**src/rtl/regfile_sb_pkg.sv**
```systemverilog
// Shared widths and constants for the regfile_sb integer register file.
package regfile_sb_pkg;
  localparam int XLEN         = 64;
  localparam int NREG         = 32;
  localparam int REG_BUS      = XLEN;
  localparam int REG_ADDR_BUS = 5;
  localparam int SB_W         = 2;

  localparam logic [REG_ADDR_BUS-1:0] REG_ZERO = 5'd0;
  localparam logic [SB_W-1:0]         SB_MAX   = {SB_W{1'b1}};

  typedef logic [REG_BUS-1:0]      reg_bus_t;
  typedef logic [REG_ADDR_BUS-1:0] reg_addr_t;

  function automatic logic addr_live(input reg_addr_t a);
    return (a != REG_ZERO);
  endfunction
endpackage

```
**src/rtl/regfile_sb_scoreboard.sv**
```systemverilog
// Pending-write scoreboard: one saturating counter per architectural register.
module regfile_scoreboard
  import regfile_sb_pkg::*;
(
  input  logic                    clk,
  input  logic                    rst,
  input  logic                    i_set,
  input  logic [REG_ADDR_BUS-1:0] i_set_addr,
  input  logic                    i_clr,
  input  logic [REG_ADDR_BUS-1:0] i_clr_addr,
  output logic                    o_full,
  output logic [NREG-1:0]         o_nz,
  output logic [NREG-1:0]         o_one
);
  logic [NREG-1:0][SB_W-1:0] r_cnt;
  logic [NREG-1:0]           w_inc_v;
  logic [NREG-1:0]           w_dec_v;
  logic                      w_inc;
  logic                      w_dec;

  // Qualify issue and retire, decode them to per-register strobes
  always_comb begin
    o_full = addr_live(i_set_addr) && (r_cnt[i_set_addr] == SB_MAX);
    w_inc  = i_set && addr_live(i_set_addr) && !o_full;
    w_dec  = i_clr && addr_live(i_clr_addr) && (r_cnt[i_clr_addr] != '0);
    for (int i = 0; i < NREG; i++) begin
      w_inc_v[i] = w_inc && (i_set_addr == REG_ADDR_BUS'(i));
      w_dec_v[i] = w_dec && (i_clr_addr == REG_ADDR_BUS'(i));
      o_nz[i]    = (r_cnt[i] != '0);
      o_one[i]   = (r_cnt[i] == SB_W'(1));
    end
  end

  // Counter update; an issue and a retire to the same register cancel out
  always_ff @(posedge clk or posedge rst) begin
    if (rst) begin
      r_cnt <= '0;
    end else begin
      r_cnt[0] <= '0;
      for (int i = 1; i < NREG; i++) begin
        if (w_inc_v[i] && !w_dec_v[i]) begin
          r_cnt[i] <= r_cnt[i] + SB_W'(1);
        end else if (w_dec_v[i] && !w_inc_v[i]) begin
          r_cnt[i] <= r_cnt[i] - SB_W'(1);
        end else begin
          r_cnt[i] <= r_cnt[i];
        end
      end
    end
  end
endmodule

```
**src/rtl/regfile_sb.sv**
```systemverilog
// 32 x 64-bit register file with same-cycle write bypass and a scoreboard-driven decode stall.
// Optional macro REGFILE_DEBUG_PORT_EN adds dbg_regs / dbg_pending state views.
module regfile_sb
  import regfile_sb_pkg::*;
(
  input  logic                    clk,
  input  logic                    rst,
  input  logic                    w_ena,
  input  logic [REG_ADDR_BUS-1:0] w_addr,
  input  logic [REG_BUS-1:0]      w_data,
  input  logic                    r1_ena,
  input  logic [REG_ADDR_BUS-1:0] r1_addr,
  output logic [REG_BUS-1:0]      r1_data,
  input  logic                    r2_ena,
  input  logic [REG_ADDR_BUS-1:0] r2_addr,
  output logic [REG_BUS-1:0]      r2_data,
  input  logic                    sb_set,
  input  logic [REG_ADDR_BUS-1:0] sb_addr,
  output logic                    sb_full,
  output logic                    stall
`ifdef REGFILE_DEBUG_PORT_EN
  ,
  output logic [NREG*XLEN-1:0]    dbg_regs,
  output logic [NREG-1:0]         dbg_pending
`endif
);
  logic [NREG-1:0][REG_BUS-1:0] r_regs;
  logic                         w_full;
  logic [NREG-1:0]              w_nz;
  logic [NREG-1:0]              w_one;
  logic                         w_pend1;
  logic                         w_pend2;

  regfile_scoreboard u_sb (
    .clk        (clk),
    .rst        (rst),
    .i_set      (sb_set),
    .i_set_addr (sb_addr),
    .i_clr      (w_ena),
    .i_clr_addr (w_addr),
    .o_full     (w_full),
    .o_nz       (w_nz),
    .o_one      (w_one)
  );

  // Register storage; x0 is never written
  always_ff @(posedge clk or posedge rst) begin
    if (rst) begin
      r_regs <= '0;
    end else if (w_ena && addr_live(w_addr)) begin
      r_regs[w_addr] <= w_data;
    end else begin
      r_regs <= r_regs;
    end
  end

  // Source 1 read with bypass from the writeback port
  always_comb begin
    r1_data = '0;
    if (!rst && r1_ena && addr_live(r1_addr)) begin
      if (w_ena && (w_addr == r1_addr)) r1_data = w_data;
      else                              r1_data = r_regs[r1_addr];
    end else begin
      r1_data = '0;
    end
  end

  // Source 2 read with bypass from the writeback port
  always_comb begin
    r2_data = '0;
    if (!rst && r2_ena && addr_live(r2_addr)) begin
      if (w_ena && (w_addr == r2_addr)) r2_data = w_data;
      else                              r2_data = r_regs[r2_addr];
    end else begin
      r2_data = '0;
    end
  end

  // A last pending writer retiring this cycle is served by the bypass, so it does not stall
  always_comb begin
    w_pend1 = r1_ena && addr_live(r1_addr) && w_nz[r1_addr]
              && !(w_ena && (w_addr == r1_addr) && w_one[r1_addr]);
    w_pend2 = r2_ena && addr_live(r2_addr) && w_nz[r2_addr]
              && !(w_ena && (w_addr == r2_addr) && w_one[r2_addr]);
    stall   = !rst && (w_pend1 || w_pend2);
    sb_full = !rst && w_full;
  end

`ifdef REGFILE_DEBUG_PORT_EN
  assign dbg_regs    = r_regs;
  assign dbg_pending = w_nz;
`endif
endmodule

```
**config.mk**
```make
export PLATFORM = sky130hd
export DESIGN_NAME = regfile_sb
export DESIGN_NICKNAME = d
export VERILOG_FILES = /design/src/rtl/regfile_sb_pkg.sv /design/src/rtl/regfile_sb_scoreboard.sv /design/src/rtl/regfile_sb.sv
export SDC_FILE = /design/constraint.sdc
export NUM_CORES = 2
export LEC_CHECK = 0
export CAP_MARGIN = 20
export CORE_AREA = 10 10 494 496
export DETAILED_ROUTE_END_ITERATION = 7
export DIE_AREA = 0 0 504 506
export HOLD_SLACK_MARGIN = 0.06
export PLACE_DENSITY = 0.69
export REMOVE_ABC_BUFFERS = 1
export SLEW_MARGIN = 20
export SYNTH_ARGS = -nofsm -noshare
export SYNTH_HDL_FRONTEND = slang
export SYNTH_SLANG_ARGS = --single-unit
```
**constraint.sdc**
```tcl
create_clock -name clk -period 196.3 [get_ports clk]
set_clock_uncertainty 0.1 [all_clocks]
set_input_delay 39.26 -clock clk [delete_from_list [all_inputs] [get_ports clk]]
set_output_delay 39.26 -clock clk [all_outputs]
set_load 0.02 [all_outputs]
```
==> flow_metrics.env <==
export IMPL_cp_start_kind="primary input"
export IMPL_layoutNonFillerInstCount=11200
export IMPL_dr_total_vias=77400
export IMPL_r2r_end="u_sb.r_cnt[5]"
export IMPL_yosysSeqAreaShare=0.453
export IMPL_synthArstFlopShare=1.00
export IMPL_fp_dieW_um=504
export IMPL_grt_first_pass_wirelength_um=560000
export IMPL_dp_slack_ns=111.81
export IMPL_finalSetupViolations=0
export IMPL_crit_required_ns=156.94
export IMPL_rsz0062_at_grt="no"
export IMPL_tns_ns=0
export IMPL_cap_violations=0
export IMPL_first_global_vias=79300
export IMPL_routed_wl_um=382000
export IMPL_crit_top_cell="buf_4"
export IMPL_min_path_cells=0
export IMPL_tightest_slew_ns=1.20
export IMPL_die_y_um=506
export IMPL_total_power_mw=1.33
export IMPL_final_nets=8054
export IMPL_dominantRegCellSynth="dfrtp_1"
export IMPL_n_fill_cell=18800
export IMPL_hold_violations=0
export IMPL_die_area_um2=255000
export IMPL_synth_edf_count=0
export IMPL_ys_warn_count=0
export IMPL_wl_per_cell_um=34.0
export IMPL_dr_pass1_iters=6
export IMPL_clk_latency_ns=0.87
export IMPL_seq_area_um2=52800
export IMPL_ant_nets=0
export IMPL_period_needed_ns=84.50
export IMPL_cts_resized=0
export IMPL_r2r_start="u_sb.r_cnt[17]"
export IMPL_io_buffers=219
export IMPL_antenna_found_initial=21
export IMPL_dpl_cell_count=10800
export IMPL_ctsHoldBuffers=0
export IMPL_maxSlewHeadroom=0.198
export IMPL_hold_class="flop to flop"
export IMPL_cp_max_fo=118
export IMPL_htreeDepth=4
export IMPL_min_from="r_regs[44]"
export IMPL_syn_mean_instance_area_um2=14.4
export IMPL_syn_to_final_growth_pct=9.89
export IMPL_synth_cell_type_count=56
export IMPL_postSynthCellCount=8107
export IMPL_grt_max_degree=187
export IMPL_p_leak_nw=54.9
export IMPL_drcViolationCount=0
export IMPL_setup_ws_ns=111.80
export IMPL_reg2regPathDepth=9
export IMPL_cts_made_buffers=223
export IMPL_track_usage=0.293
export IMPL_max_freq_mhz=11.8
export IMPL_irDropWorstVdd_mv=0.0117
export IMPL_cts_setup_buffers=0
export IMPL_core_area_um2=234000
export IMPL_whs_endpoint="r_regs[44]"
export IMPL_dpl_hpwl_um=216000
export IMPL_final_core_util=0.547
export IMPL_viasPerCell=6.90
export IMPL_cts_buffer_depth=3
export IMPL_initial_core_util=0.497
export IMPL_critical_path_class="primary input to output port"
export IMPL_status="completed"
export IMPL_clk_pin_slew_worst_paths_ns=0.06
export IMPL_critical_path_max_stage_delay_ns=0.86
export IMPL_drv_slew=0
export IMPL_crit_slowest_cell="buf_4"
export IMPL_clkSinkCount=2110
export IMPL_p_per_area_nw_per_um2=10.4
export IMPL_gr_total_overflow=0
export IMPL_drt_initial_drc_count=9063
export IMPL_drive_gt1_frac=0.460
export IMPL_arrival_ns=45.14
export IMPL_rrSetupSlack_ns=193.41
export IMPL_syn_area_um2=116000
export IMPL_ys_seq_elements=2110
export IMPL_ioPinCount=220
export IMPL_globalplace_congestion=0.869
export IMPL_num_rows=178
export IMPL_worstSetupEndpointType="output port"
export IMPL_multi_input_area_um2=59300
export IMPL_cp_startpoint="r1_addr[0]"
export IMPL_fin_crit_sh=0.430
export IMPL_tritoncts="yes"
export IMPL_path_cells="buf_8, buf_12, buf_4, buf_4, buf_4, mux4_2, mux4_2, o211ai_1, a21oi_1, clkdlybuf4s50_1"
export IMPL_clockRootBuffer="clkbuf_16"
==> per-stage QoR <==
stage          hold WS (ns)  cell area, um^2
6_report              0.301           128000
5_1_grt               0.309           128000
4_1_cts               0.297           128000
3_5_place_dp          0.286           120000
3_3_place_gp          0.277           120000
2_1_floorplan         0.265           112000
==> logic make-up after synthesis <==
family | Yosys count | share of synthesized area
flops | 2110 | 0.453
compound gates | 770 | 0.0434
mux | 3403 | 0.422
xor+xnor | 72 | 0.00542
simple gates | 686 | 0.0256
buf+inv | 973 | 0.0405
fa+ha+maj | 93 | 0.00999
==> routing by layer <==
layer	track usage	part of all wire	vias to the layer above
met4	0.120	0.046	12
li1	-	-	30400
met2	0.453	0.46	4143
met1	0.399	0.40	41800
met3	0.0694	0.097	999
met5	0	0.00018	-
==> final cells by class <==
cell class | count | share of cell area
clock inverter | 76 | 0.00741
clock buffer | 339 | 0.0524
multi-input combinational | 5024 | 0.463
sequential | 2110 | 0.413
antenna | 5 | 0.0000978
inverter | 73 | 0.00226
tap | 3150 | 0.0308
timing repair buffer | 439 | 0.0312
==> worst max-delay path: cells and delay by family <==
family | cells | cell delay [ns]
muxes | 2 | 1.12
buffers and inverters | 6 | 4.15
AOI/OAI and AO/OA | 2 | 0.35
==> synth_stat cells, types with 35 or more instances <==
master | instances | area [um^2]
o221ai_1 | 35 | 307
o211ai_1 | 59 | 443
mux4_2 | 996 | 22400
inv_1 | 68 | 255
a211oi_1 | 93 | 698
nand3_1 | 36 | 180
nand2_1 | 179 | 672
o22ai_1 | 64 | 400
a22oi_1 | 60 | 450
o21ai_0 | 122 | 611
buf_1 | 43 | 161
buf_6 | 58 | 653
xor2_1 | 39 | 342
dfrtp_1 | 2110 | 52800
nor2_1 | 332 | 1250
a21oi_1 | 202 | 1010
clkbuf_1 | 455 | 1710
buf_2 | 274 | 1370
ha_1 | 93 | 1160
buf_4 | 66 | 495
mux2i_1 | 347 | 3470
mux2_2 | 2037 | 22900
==> flip-flops by register name (all words and copies together) (netlist names) <==
name and count:
r_regs 2048, u_sb.r_cnt 62
==> worst max path at each step <==
stage,end,cells past startpoint,slack [ns]
final,r1_data[2],10,111.80
after CTS,r1_data[43],11,111.80
after global placement,r1_data[43],11,111.84
after floorplan,r1_data[23],5,53.08
after global routing,r1_data[2],10,111.48
after detailed placement,r1_data[43],11,111.81
==> power by group <==
group | total (mW) | switching (mW) | internal, mW
logic | 0.301 | 0.128 | 0.173
registers | 0.588 | 0.0667 | 0.522
clock network | 0.443 | 0.185 | 0.258
==> placed cells by master, fill, tap and decap left out, types with 18 or more instances in the layout <==
cell,n
mux2i_1,347
dfrtp_1,2110
a22oi_1,60
a22o_1,25
clkbuf_8,61
mux2_1,23
a21oi_1,202
o21ai_0,122
buf_2,19
ha_1,93
a211oi_1,92
clkinv_2,43
nor2_1,319
clkbuf_1,52
o22ai_1,64
inv_1,66
clkbuf_16,227
nor3_1,23
nand3_1,32
o221ai_1,35
or3_1,20
xnor2_1,33
clkdlybuf4s50_1,190
bufinv_16,18
mux2_2,2037
a211o_1,28
o211ai_1,59
xor2_1,39
o31ai_1,22
nand2b_1,26
nand2_1,170
mux4_2,996
buf_4,202
a311oi_1,30
No activity file was read; power rests on OpenSTA's default activity.
